[config.mk]
export PLATFORM = sky130hd
export DESIGN_NAME = cordic_iter_engine
export DESIGN_NICKNAME = d
export VERILOG_FILES = /design/src/rtl/cordic_iter_engine.sv
export SDC_FILE = /design/constraint.sdc
export NUM_CORES = 1
export LEC_CHECK = 0
export ABC_AREA = 1
export CAP_MARGIN = 20
export CORE_MARGIN = 4
export CORE_UTILIZATION = 50
export CTS_CLUSTER_SIZE = 8
export DETAILED_ROUTE_END_ITERATION = 7
export PLACE_DENSITY = 0.8
export SKIP_CTS_REPAIR_TIMING = 1
export SLEW_MARGIN = 10
export SYNTH_ARGS = -nofsm -noshare
export SYNTH_HDL_FRONTEND = slang
export SYNTH_SLANG_ARGS = --single-unit
[constraint.sdc]
create_clock -name clk -period 6.95 [get_ports clk]
set_input_delay 2.085 -clock clk [delete_from_list [all_inputs] [get_ports clk]]
set_output_delay 2.085 -clock clk [all_outputs]
set_load 0.01 [all_outputs]
[src/rtl/cordic_iter_engine.sv]
// Iterative CORDIC engine with one micro-rotation per clock and valid/ready on both sides.
// Modes: circular rotation/vectoring, linear rotation (MAC) and hyperbolic rotation (exp).
module cordic_iter_engine #(
    parameter int WIDTH = 16,
    parameter int FRAC  = 10,
    parameter int ITER  = 14,
    parameter int GUARD = 2
) (
    input  logic                    clk,
    input  logic                    ext_reset_n,
    input  logic                    in_valid,
    output logic                    in_ready,
    input  logic [1:0]              sel,
    input  logic signed [WIDTH-1:0] x_in,
    input  logic signed [WIDTH-1:0] y_in,
    input  logic signed [WIDTH-1:0] z_in,
    output logic                    out_valid,
    input  logic                    out_ready,
    output logic signed [WIDTH-1:0] x_out,
    output logic signed [WIDTH-1:0] y_out,
    output logic signed [WIDTH-1:0] z_out,
    output logic [1:0]              sel_out,
    output logic                    sat
);

    localparam int DW = WIDTH + GUARD;
    localparam int IW = 5;
    localparam logic [IW-1:0] LAST_LIN = IW'(ITER - 1);
    localparam logic [IW-1:0] LAST_HYP = IW'(ITER);
    localparam logic signed [DW-1:0] SAT_HI = {{(GUARD + 1){1'b0}}, {(WIDTH - 1){1'b1}}};
    localparam logic signed [DW-1:0] SAT_LO = {{(GUARD + 1){1'b1}}, {(WIDTH - 1){1'b0}}};

    typedef enum logic [1:0] {
        IDLE = 2'd0,
        RUN  = 2'd1,
        DONE = 2'd2
    } state_t;

    // atan(2^-i) in Q2.30; beyond i=10 the angle equals 2^-i to within one Q2.30 LSB
    function automatic logic signed [31:0] circ_raw(input logic [IW-1:0] i);
        case (i)
            5'd0:    circ_raw = 32'sd843314857;
            5'd1:    circ_raw = 32'sd497837829;
            5'd2:    circ_raw = 32'sd263043837;
            5'd3:    circ_raw = 32'sd133525159;
            5'd4:    circ_raw = 32'sd67021687;
            5'd5:    circ_raw = 32'sd33543516;
            5'd6:    circ_raw = 32'sd16775851;
            5'd7:    circ_raw = 32'sd8388437;
            5'd8:    circ_raw = 32'sd4194283;
            5'd9:    circ_raw = 32'sd2097149;
            default: circ_raw = 32'sh4000_0000 >>> i;
        endcase
    endfunction

    // atanh(2^-i) in Q2.30; index 0 is never used in hyperbolic mode
    function automatic logic signed [31:0] hyp_raw(input logic [IW-1:0] i);
        case (i)
            5'd1:    hyp_raw = 32'sd589812981;
            5'd2:    hyp_raw = 32'sd274247419;
            5'd3:    hyp_raw = 32'sd134923407;
            5'd4:    hyp_raw = 32'sd67196450;
            5'd5:    hyp_raw = 32'sd33565361;
            5'd6:    hyp_raw = 32'sd16778581;
            5'd7:    hyp_raw = 32'sd8388779;
            5'd8:    hyp_raw = 32'sd4194325;
            5'd9:    hyp_raw = 32'sd2097155;
            default: hyp_raw = 32'sh4000_0000 >>> i;
        endcase
    endfunction

    function automatic logic signed [DW-1:0] to_frac(input logic signed [31:0] raw);
        logic signed [31:0] rnd;
        rnd = (raw + (32'sd1 <<< (29 - FRAC))) >>> (30 - FRAC);
        return DW'(rnd);
    endfunction

    function automatic logic is_clip(input logic signed [DW-1:0] v);
        return (v > SAT_HI) || (v < SAT_LO);
    endfunction

    function automatic logic signed [WIDTH-1:0] clip(input logic signed [DW-1:0] v);
        logic signed [DW-1:0] c;
        if (v > SAT_HI) begin
            c = SAT_HI;
        end else if (v < SAT_LO) begin
            c = SAT_LO;
        end else begin
            c = v;
        end
        return WIDTH'(c);
    endfunction

    state_t                   state_r, state_nxt_s;
    logic signed [DW-1:0]     x_r, y_r, z_r;
    logic signed [DW-1:0]     x_nxt_s, y_nxt_s, z_nxt_s;
    logic signed [DW-1:0]     x_sh_s, y_sh_s, ang_s;
    logic [1:0]               mode_r;
    logic [IW-1:0]            idx_r;
    logic                     rep_r, rep_pt_s, last_s, d_pos_s, accept_s;
    logic                     in_ready_r, out_valid_r, sat_r;
    logic signed [WIDTH-1:0]  x_out_r, y_out_r, z_out_r;
    logic [1:0]               sel_out_r;

    assign accept_s  = in_valid && in_ready_r;
    assign in_ready  = in_ready_r;
    assign out_valid = out_valid_r;
    assign x_out     = x_out_r;
    assign y_out     = y_out_r;
    assign z_out     = z_out_r;
    assign sel_out   = sel_out_r;
    assign sat       = sat_r;

    // Micro-rotation datapath and hyperbolic repeat/termination decode
    always_comb begin
        x_sh_s  = x_r >>> idx_r;
        y_sh_s  = y_r >>> idx_r;
        ang_s   = '0;
        x_nxt_s = x_r;
        y_nxt_s = y_r;
        z_nxt_s = z_r;
        d_pos_s = (mode_r == 2'b01) ? y_r[DW-1] : !z_r[DW-1];
        case (mode_r)
            2'b00, 2'b01: ang_s = to_frac(circ_raw(idx_r));
            2'b10:        ang_s = to_frac(32'sh4000_0000 >>> idx_r);
            2'b11:        ang_s = to_frac(hyp_raw(idx_r));
            default:      ang_s = '0;
        endcase
        case (mode_r)
            2'b00, 2'b01: begin
                if (d_pos_s) begin
                    x_nxt_s = x_r - y_sh_s;
                    y_nxt_s = y_r + x_sh_s;
                    z_nxt_s = z_r - ang_s;
                end else begin
                    x_nxt_s = x_r + y_sh_s;
                    y_nxt_s = y_r - x_sh_s;
                    z_nxt_s = z_r + ang_s;
                end
            end
            2'b10: begin
                if (d_pos_s) begin
                    y_nxt_s = y_r + x_sh_s;
                    z_nxt_s = z_r - ang_s;
                end else begin
                    y_nxt_s = y_r - x_sh_s;
                    z_nxt_s = z_r + ang_s;
                end
            end
            2'b11: begin
                if (d_pos_s) begin
                    x_nxt_s = x_r + y_sh_s;
                    y_nxt_s = y_r + x_sh_s;
                    z_nxt_s = z_r - ang_s;
                end else begin
                    x_nxt_s = x_r - y_sh_s;
                    y_nxt_s = y_r - x_sh_s;
                    z_nxt_s = z_r + ang_s;
                end
            end
            default: begin
                x_nxt_s = x_r;
                y_nxt_s = y_r;
                z_nxt_s = z_r;
            end
        endcase
        rep_pt_s = (mode_r == 2'b11) && ((idx_r == 5'd4) || (idx_r == 5'd13)) && !rep_r;
        if (mode_r == 2'b11) begin
            last_s = (idx_r == LAST_HYP) && !rep_pt_s;
        end else begin
            last_s = (idx_r == LAST_LIN);
        end
    end

    // Next-state decode
    always_comb begin
        state_nxt_s = state_r;
        case (state_r)
            IDLE: begin
                if (accept_s) state_nxt_s = RUN;
                else          state_nxt_s = IDLE;
            end
            RUN: begin
                if (last_s) state_nxt_s = DONE;
                else        state_nxt_s = RUN;
            end
            DONE: begin
                if (out_ready) state_nxt_s = IDLE;
                else           state_nxt_s = DONE;
            end
            default: state_nxt_s = IDLE;
        endcase
    end

    // State register
    always_ff @(posedge clk or negedge ext_reset_n) begin
        if (!ext_reset_n) state_r <= IDLE;
        else              state_r <= state_nxt_s;
    end

    // Operand load, iteration and result/handshake registers
    always_ff @(posedge clk or negedge ext_reset_n) begin
        if (!ext_reset_n) begin
            x_r         <= '0;
            y_r         <= '0;
            z_r         <= '0;
            mode_r      <= 2'b00;
            idx_r       <= '0;
            rep_r       <= 1'b0;
            in_ready_r  <= 1'b1;
            out_valid_r <= 1'b0;
            x_out_r     <= '0;
            y_out_r     <= '0;
            z_out_r     <= '0;
            sel_out_r   <= 2'b00;
            sat_r       <= 1'b0;
        end else begin
            case (state_r)
                IDLE: begin
                    if (accept_s) begin
                        x_r        <= {{GUARD{x_in[WIDTH-1]}}, x_in};
                        y_r        <= {{GUARD{y_in[WIDTH-1]}}, y_in};
                        z_r        <= {{GUARD{z_in[WIDTH-1]}}, z_in};
                        mode_r     <= sel;
                        idx_r      <= (sel == 2'b11) ? 5'd1 : 5'd0;
                        rep_r      <= 1'b0;
                        in_ready_r <= 1'b0;
                    end
                end
                RUN: begin
                    x_r <= x_nxt_s;
                    y_r <= y_nxt_s;
                    z_r <= z_nxt_s;
                    if (rep_pt_s) begin
                        rep_r <= 1'b1;
                    end else begin
                        rep_r <= 1'b0;
                        idx_r <= idx_r + 5'd1;
                    end
                    if (last_s) begin
                        x_out_r     <= clip(x_nxt_s);
                        y_out_r     <= clip(y_nxt_s);
                        z_out_r     <= clip(z_nxt_s);
                        sel_out_r   <= mode_r;
                        sat_r       <= is_clip(x_nxt_s) || is_clip(y_nxt_s) || is_clip(z_nxt_s);
                        out_valid_r <= 1'b1;
                    end
                end
                DONE: begin
                    if (out_ready) begin
                        out_valid_r <= 1'b0;
                        in_ready_r  <= 1'b1;
                    end
                end
                default: begin
                    in_ready_r  <= 1'b1;
                    out_valid_r <= 1'b0;
                end
            endcase
        end
    end

endmodule

Word-level counts from Yosys, hierarchy flattened
Index checks and enable logic that the tools add are counted.
{"block": "totals", "register_bits": 117, "latchBits": 0, "ramBits": 0, "rom_bits": 0, "out_inout_bits": 53, "wordCells": 123, "mem_count": 0}
{"block": "classes", "add_sub_neg": 10, "mul": 0, "n_div": 0, "magnitude_cmp": 6, "eq_ne": 21, "shift": 3, "n_mux": 42, "bitwise": 2, "reduce_logical": 25}
{"cell": "$pmux 32 s10", "n": 1}
{"cell": "$pmux 32 s9", "n": 1}
{"cell": "$mux 18", "n": 9}
{"cell": "$pmux 18 s2", "n": 4}
{"cell": "$add 32x21->32 const B", "n": 3}
{"cell": "$mux 16", "n": 6}
{"cell": "$mux 32", "n": 2}
{"cell": "$add 18x18->18", "n": 3}
{"cell": "$gt 18x16->1 const B", "n": 3}
{"cell": "$lt 18x16->1 const B", "n": 3}
{"cell": "$pmux 18 s3", "n": 1}
{"cell": "$sub 18x18->18", "n": 3}
{"cell": "$sshr 18x5->18", "n": 2}
{"cell": "$sshr 32x5->32 const A", "n": 1}
{"cell": "$eq 5x3->1 const B", "n": 4}
{"cell": "$eq 5x4->1 const B", "n": 4}
{"cell": "$eq 5x2->1 const B", "n": 2}
{"cell": "$mux 5", "n": 2}
{"cell": "$pmux 5 s2", "n": 1}
{"cell": "$mux 1", "n": 9}
{"cell": "$reduce_and 3->1", "n": 3}
{"cell": "$eq 2x2->1 const B", "n": 4}
{"cell": "$ne 2x2->1 const B", "n": 4}
{"cell": "$logic_or 1x1->1", "n": 6}
{"cell": "16 further kinds", "n": 28}

Longest topological paths before layout
{"block": "depth", "depth_word": 11, "ltp_mapped": 45, "ltp_nobuf": 42}

Least setup slack after synthesis
OpenSTA, ideal clock, no wires.
{"block": "synth_timing", "path_type": "reg-to-reg", "start": "register idx_r[1]", "end": "register z_out_r[7], in the netlist z_out[7]", "setup_time_ns": 0.073, "arrival_ns": 5.543, "t_required_ns": 6.877, "slack_ns": 1.334, "path_stages_with_launch": 43, "n_path_buf": 3, "period_less_slack_ns": 5.616, "path_cell_list": "dfrtp_1 > inv_1 > buf_2 > buf_1 > ha_1 > inv_1 > nor2_1 > nand2_2 > nand2_2 > nor2_8 > nand2_4 > nand2_2 > nand3_2 > nand2_2 > nor2_4 > ha_1 > inv_1 > nor2_2 > (+7 left out) > nand2_1 > xor2_1 > ha_1 > nand2_1 > nor2_1 > nand3_1 > o2111ai_1 > nand3_1 > nand2_1 > a21oi_1 > nor2_1 > nor2_1 > xor2_1 > or2_2 > nand2_4 > buf_12 > nand2_2 > a21oi_2"}
{"block": "synth_between", "elab_chain_len": 11}
{"item": "from (decl)", "line": "99", "text": "logic [IW-1:0] idx_r;"}
{"item": "from (signal assigned)", "line": "225", "text": "idx_r <= (sel == 2'b11) ? 5'd1 : 5'd0;"}
{"item": "from (signal assigned)", "line": "238", "text": "idx_r <= idx_r + 5'd1;"}
{"item": "$sshr 32x5->32 (tied with other cells)", "line": "52, 68, 125"}
{"item": "$pmux 32 s10 or $pmux 32 s9 (tied branches)", "line": "41, 58"}
{"item": "$mux 32", "line": "123", "text": "case (mode_r)"}
{"item": "$add 32x21->32", "line": "74", "text": "rnd = (raw + (32'sd1 <<< (29 - FRAC))) >>> (30 - FRAC);"}
{"item": "$pmux 18 s3", "line": "123"}
{"item": "$add 18x18->18 or $sub 18x18->18 (tied branches)"}
{"item": "$mux 18", "line": "131, 142, 151"}
{"item": "$mux 18"}
{"item": "$lt 18x16->1", "line": "86", "text": "end else if (v < SAT_LO) begin"}
{"item": "$mux 16", "line": "86"}
{"item": "$mux 16", "line": "84", "text": "if (v > SAT_HI) begin"}
{"item": "to (signal assigned)", "line": "243", "text": "z_out_r <= clip(z_nxt_s);"}
{"item": "to (decl)", "line": "102", "text": "logic signed [WIDTH-1:0] x_out_r, y_out_r, z_out_r;"}
Several ways; a longest one is shown, not always the timed one. The select of a mux whose other input is x is not followed.
A chain may end at the register's enable or synchronous reset.

Worst setup path after layout
{"block": "layout_timing", "start": "register idx_r[0]", "end": "register z_out_r[4], in the netlist z_out[4]"}
Same word-level chain as after synthesis.

==> out/metrics.cfg <==
[clock_tree]
cts_tree = done
insertion_delay_ns = 0.44
clockBufferDepth = 2
cts_inserted_buffers = 17
htree_levels = 4
cts_root_buf = clkbuf_16
clock_sinks = 117
clk_pin_slew_ns = 0.07

[placed_design]
routabilityCongestion = 0.980
place_hpwl_mm = 30.8
port_buffers = 106
dp_slack_ns = 0.789

[timing]
final_max_slew_viol_count = 0
fin_setup_tns_ns = 0
min_period_ns = 6.21
fmax_mhz = 161
period_share_pct = 89.3
fin_worst_skew_ns = 0.0187
hold_violations = 0
worst_slack_ns = 0.740
relSlewSlack_pct = 26.6
worst-slew-pin-transition_ns = 1.10
setup_viol_count_final = 0
rsz0062_at_grt = no

[route]
wl_per_cell_um = 18.2
viasPerCell = 5.81
wl_met2_mm = 17.7
final_antenna_net_count = 0
drt_iter0_drc = 1311
routed_wl_mm = 40.7
top_layer_used = met4
drc = 0
wl_met1_mm = 18.3
vias = 13000
drt_pass1_iterations = 5
wl_met3_mm = 3.21

[flow_run]
drv_cap = 0

[setup_path]
r2r-start = idx_r[0]$_DFFE_PN0P_
cp-start-kind = flip-flop
required_ns = 7.24
r2r_slack_ns = 0.74
end_kind = flip-flop
arrival_ns = 6.50
critPathMaxStageDelay_ns = 0.68
worst_path_max_delay_cell = dfrtp_2
worstPathMaxFanout = 28
critical_path_class = reg -> reg
crit_start = idx_r[0]$_DFFE_PN0P_

[cells_and_area]
nets = 2040
drive_above_1_share_pct = 8.13
synthToLayoutAreaGrowth_pct = 15.1
antenna_cells = 0

[yosys]
ys_ff_latch = 117
synth.distinct_cells = 60
ys.flop_type = dfrtp_1
synth.most_common_cell = nand2_1
synth_commonest_cells = nand2_1, inv_1, nor2_1, o21ai_0, a21oi_1
yosysSeqAreaShare_pct = 24.2
synth_top_area_share_pct = 24.0
yosysTopAreaCell = dfrtp_1
yosysWarnings = 0
syn-cell-area_um2 = 12100
synth_edf_count = 0
synth-async-reset-ratio_pct = 100
synth.area.top_cells = dfrtp_1, nand2_1, ha_1
synth_fp_nets = 1972
syn-mean-instance-area_um2 = 6.59
syn_inst = 1837

[floorplan]
die-area_um2 = 26800
die_x_um = 164
core-area_um2 = 23600
pin_count = 107
initial_core_util_pct = 51.2
num_rows = 56
die_y_um = 164

[worst_hold_path]
min_from = y_out[14]$_DFFE_PN0P_
hold_class = reg -> reg

[global_route]
grt_max_degree = 60
grt_pass1_wl_mm = 64.1
grt.total_usage_pct = 30.1
grt_pass1_vias = 12300
grt-ovfl-total = 0
antenna_found_initial = 0

[outcome]
status = completed

==> per-layer routing <==
layer / vias to the layer above / GRT usage (%)
met3: 84 / 4.77
met1: 6093 / 42.3
li1: 6223 / -
met4: 0 / 11.8
met5: - / 0
met2: 604 / 46.3
==> cell type report <==
type	count	area (um2)
clock inverters	14	165
fillers	2235	9690
flip-flops and latches	117	2930
multi-input cells	1443	8040
repair buffers	122	1180
well taps	319	399
inverters	204	771
clock buffers	18	439
==> sequential cells by signal, indices dropped and copies added (netlist names) <==
| register | flops |
|---|---|
| rep_r | 1 |
| state_r | 2 |
| x_r | 18 |
| idx_r | 5 |
| mode_r | 2 |
| in_ready | 1 |
| z_r | 18 |
| sel_out | 2 |
| out_valid | 1 |
| y_r | 18 |
| sat | 1 |
| x_out | 16 |
| y_out | 16 |
| z_out | 16 |
==> critical path, delay by kind of cell (launching register included) <==
family,cells,cell delay (ns)
AO/OA/AOI/OAI,3,0.43
XOR/XNOR,3,0.66
adder cells (fa/ha/maj),3,0.74
buffers and inverters,4,0.61
flip-flops,1,0.68
AND/OR/NAND/NOR,26,2.93
==> cells by family after synthesis <==
kind of cell / count (synthesis) / share of synthesized area, %
adder cells (fa/ha/maj): 81 / 8.62
flip-flops: 117 / 24.2
buffers and inverters: 277 / 9.48
multiplexers: 9 / 0.745
XOR/XNOR: 68 / 4.98
AO/OA/AOI/OAI: 440 / 21.0
AND/OR/NAND/NOR: 845 / 31.0
==> path summary, 6_finish.rpt <==
check / end / cells past startpoint
max in group asynchronous: z_out[14]$_DFFE_PN0P_ / 2
hold / removal: y_out[14]$_DFFE_PN0P_ / 2
setup / recovery: z_out[4]$_DFFE_PN0P_ / 39
setup reg to reg: z_out[4]$_DFFE_PN0P_ / 39
min in group asynchronous: x_r[12]$_DFFE_PN0P_ / 1
hold reg to reg: y_out[14]$_DFFE_PN0P_ / 2
==> stage by stage <==
step	hold WS (ns)	area, um2	util [%]	instances
after floorplan	0.459	12100	-	1837
after global placement	0.464	13300	56.4	2205
after detailed placement	0.465	13300	56.4	2205
after CTS	0.491	13900	58.9	2237
after global routing	0.511	13900	59.0	2237
final	0.485	13900	59.0	2237
==> placed cells by master (no fill, tap or decap), types with 4 or more instances in the layout <==
| cell | count |
|---|---|
| a21oi_1 | 146 |
| a21oi_2 | 11 |
| a221oi_1 | 6 |
| a31oi_1 | 20 |
| buf_4 | 17 |
| clkbuf_16 | 17 |
| clkdlybuf4s50_1 | 105 |
| dfrtp_1 | 114 |
| fa_1 | 4 |
| ha_1 | 77 |
| inv_1 | 193 |
| inv_2 | 8 |
| inv_6 | 6 |
| mux2i_1 | 9 |
| nand2_1 | 456 |
| nand2_2 | 31 |
| nand2_4 | 6 |
| nand3_1 | 100 |
| nand3_2 | 7 |
| nand4_1 | 15 |
| nor2_1 | 175 |
| nor2_2 | 8 |
| nor2_4 | 11 |
| nor3_1 | 16 |
| o211ai_1 | 31 |
| o21a_1 | 7 |
| o21ai_0 | 151 |
| o21ai_1 | 10 |
| o21bai_1 | 9 |
| o221ai_1 | 9 |
| o22ai_1 | 15 |
| o31ai_1 | 9 |
| or2_2 | 10 |
| xnor2_1 | 21 |
| xor2_1 | 46 |
Power is not shown: default switching activity piles up to over one toggle a cycle in this logic, so the estimate is an artifact.
==> patch (config.mk and constraints unchanged) <==
`WIDTH`: 16 -> 12.
--- a/src/rtl/cordic_iter_engine.sv
+++ b/src/rtl/cordic_iter_engine.sv
@@ -1,7 +1,7 @@
 // Iterative CORDIC engine with one micro-rotation per clock and valid/ready on both sides.
 // Modes: circular rotation/vectoring, linear rotation (MAC) and hyperbolic rotation (exp).
 module cordic_iter_engine #(
-    parameter int WIDTH = 16,
+    parameter int WIDTH = 12,
     parameter int FRAC  = 10,
     parameter int ITER  = 14,
     parameter int GUARD = 2
Interface: changed (6 resized); port bits go from 107 to 83. No check against the original RTL was run, so the function may have changed too.
==> patch against the original RTL <==
Routed wire length decreased by 25%. Sequential cell count decreased by 24. Die area decreased by 21%. Final cell count decreased by 24%. Critical path depth decreased by 5. Setup slack improved by 0.20 ns. Area after synthesis decreased by 22%. Synthesized cell count decreased by 22%. Count of clock-buffer cells in the layout decreased by 9. Global-route usage decreased by 1.9 points. Final area decreased by 24%. Sequential share of layout area increased by 0.87 points. Highest routed layer unchanged.
Power is left out: the tool's default activity adds up to more than one toggle a clock period on the data nets, which glitch-free logic cannot reach.
==> patch: results (changes against the original RTL) <==
Run status
  – Run status: finished, final reports clean (unchanged)

Placed design
  – Placement-stage cell area: 10300 um2 (was 13300 um2)
  – Dpl ws: 1.11 ns (was 0.789 ns)
  – Buffers on Ports: 82 (was 106)

Critical path
  – Cell at the slowest stage of the critical path: sky130_fd_sc_hd__dfrtp_1 (was sky130_fd_sc_hd__dfrtp_2)
  – Crit path DAT: 6.24 ns (was 6.50 ns)
  – Stage delay of the slowest cell on the critical path: 0.71 ns (was 0.68 ns)
  – Top fanout value on the critical path: 15 (was 28)

Final layout
  – # nets final: 1579 (was 2040)
  – Biggest registers after layout: x_r x14, y_r x14, z_r x14 (was x_r x18, y_r x18, z_r x18)
  – Fraction of layout cells with a size suffix above 1: 0.0684 (was 0.0813)

GRT
  – Gr usage total: 0.282 (was 0.301)
  – Pin count of the biggest net entering global routing: 68 (was 60)
  – Via count of the first global-routing pass: 9294 (was 12.3k)

STA
  – Worst-case clock skew: 0.0109 ns (was 0.0187 ns)
  – Max-slew headroom: 0.304 (was 0.266)

Clocking
  – Max H-tree Level: 3 (was 4)
  – Inserted Clock Buffers: 9 (was 17)
  – Later-pin clock latency in the skew report: 0.36 ns (was 0.44 ns)

Yosys
  – Cell types occupying the most area after synthesis: sky130_fd_sc_hd__dfrtp_1 25%, sky130_fd_sc_hd__nand2_1 15%, sky130_fd_sc_hd__ha_1 8.1% (was sky130_fd_sc_hd__dfrtp_1 24%, sky130_fd_sc_hd__nand2_1 14%, sky130_fd_sc_hd__ha_1 8.0%)
  – Share of synthesized area occupied by flip-flops and latches: 0.248 (was 0.242)
  – Post-synthesis mux area share: 0.00427 (was 0.00745)
  – Synth cell types: 53 (was 60)

Routing
  – TritonRoute pass-1 iters: 6 (was 5)
  – Number of violations reported at the end of detailed-routing iteration 0: 936 (was 1311)
  – Wirelength, routed: 30.5 mm (was 40.7 mm)
  – Routed via count divided by cell count: 5.80 (was 5.81)
-- patch: cell types whose count changed in the layout (fill, tap and decap cells not counted), sizes merged, moves of 6 or more --
cell,unedited run,this run
o21ai,163,114
ha,77,61
dfrtp,116,92
a21oi,157,122
clkdlybuf4s50,105,81
or2,10,4
inv,209,164
nor2,196,153
o22ai,15,8
a31oi,20,8
nand2,494,388
xnor2,22,14
clkbuf,18,9
nand3,110,74
-- patch: final timing paths --
kind | start | cells after the start | slack, ns | to
worst max-delay path | idx_r[2] | 34 | 0.95 | z_out[0]
worst min-delay path | in_ready | 2 | 0.48 | in_ready
worst max register to register | idx_r[2] | 34 | 0.95 | z_out[0]
worst min register to register | in_ready | 2 | 0.48 | in_ready
max in group asynchronous | ext_reset_n | 2 | 4.10 | mode_r[0]
min in group asynchronous | ext_reset_n | 1 | 1.65 | x_out[0]
-- patch: per-stage QoR --
stage | utilization | std cells
2_1_floorplan | - | 1426
3_3_place_gp | 0.566 | 1690
3_5_place_dp | 0.566 | 1690
4_1_cts | 0.583 | 1706
5_1_grt | 0.583 | 1706
6_report | 0.583 | 1706
-- patch: cell type report --
type | instances | area share
clock buffers | 9 | 0.0212
clock inverters | 7 | 0.00860
inverters | 163 | 0.0576
multi-input cells | 1112 | 0.581
flip-flops and latches | 93 | 0.219
well taps | 229 | 0.0270
repair buffers | 93 | 0.0848
-- patch: worst reg2reg max path: cells and delay by family, from the launching register on --
family	cells	cell delay, ns
buffers and inverters	4	0.43
xor gates and xnor gates	2	0.42
DFF	1	0.71
and+or+nand+nor	18	2.65
adders and majority gates	3	0.63
AOI/OAI and AO/OA	7	1.04
-- patch: layer usage --
metal	GRT usage	part of all wire	vias up
met3	0.0390	0.079	38
li1	-	-	4797
met4	0.0561	0.016	0
met5	0	0	-
met2	0.446	0.45	431
met1	0.414	0.45	4636
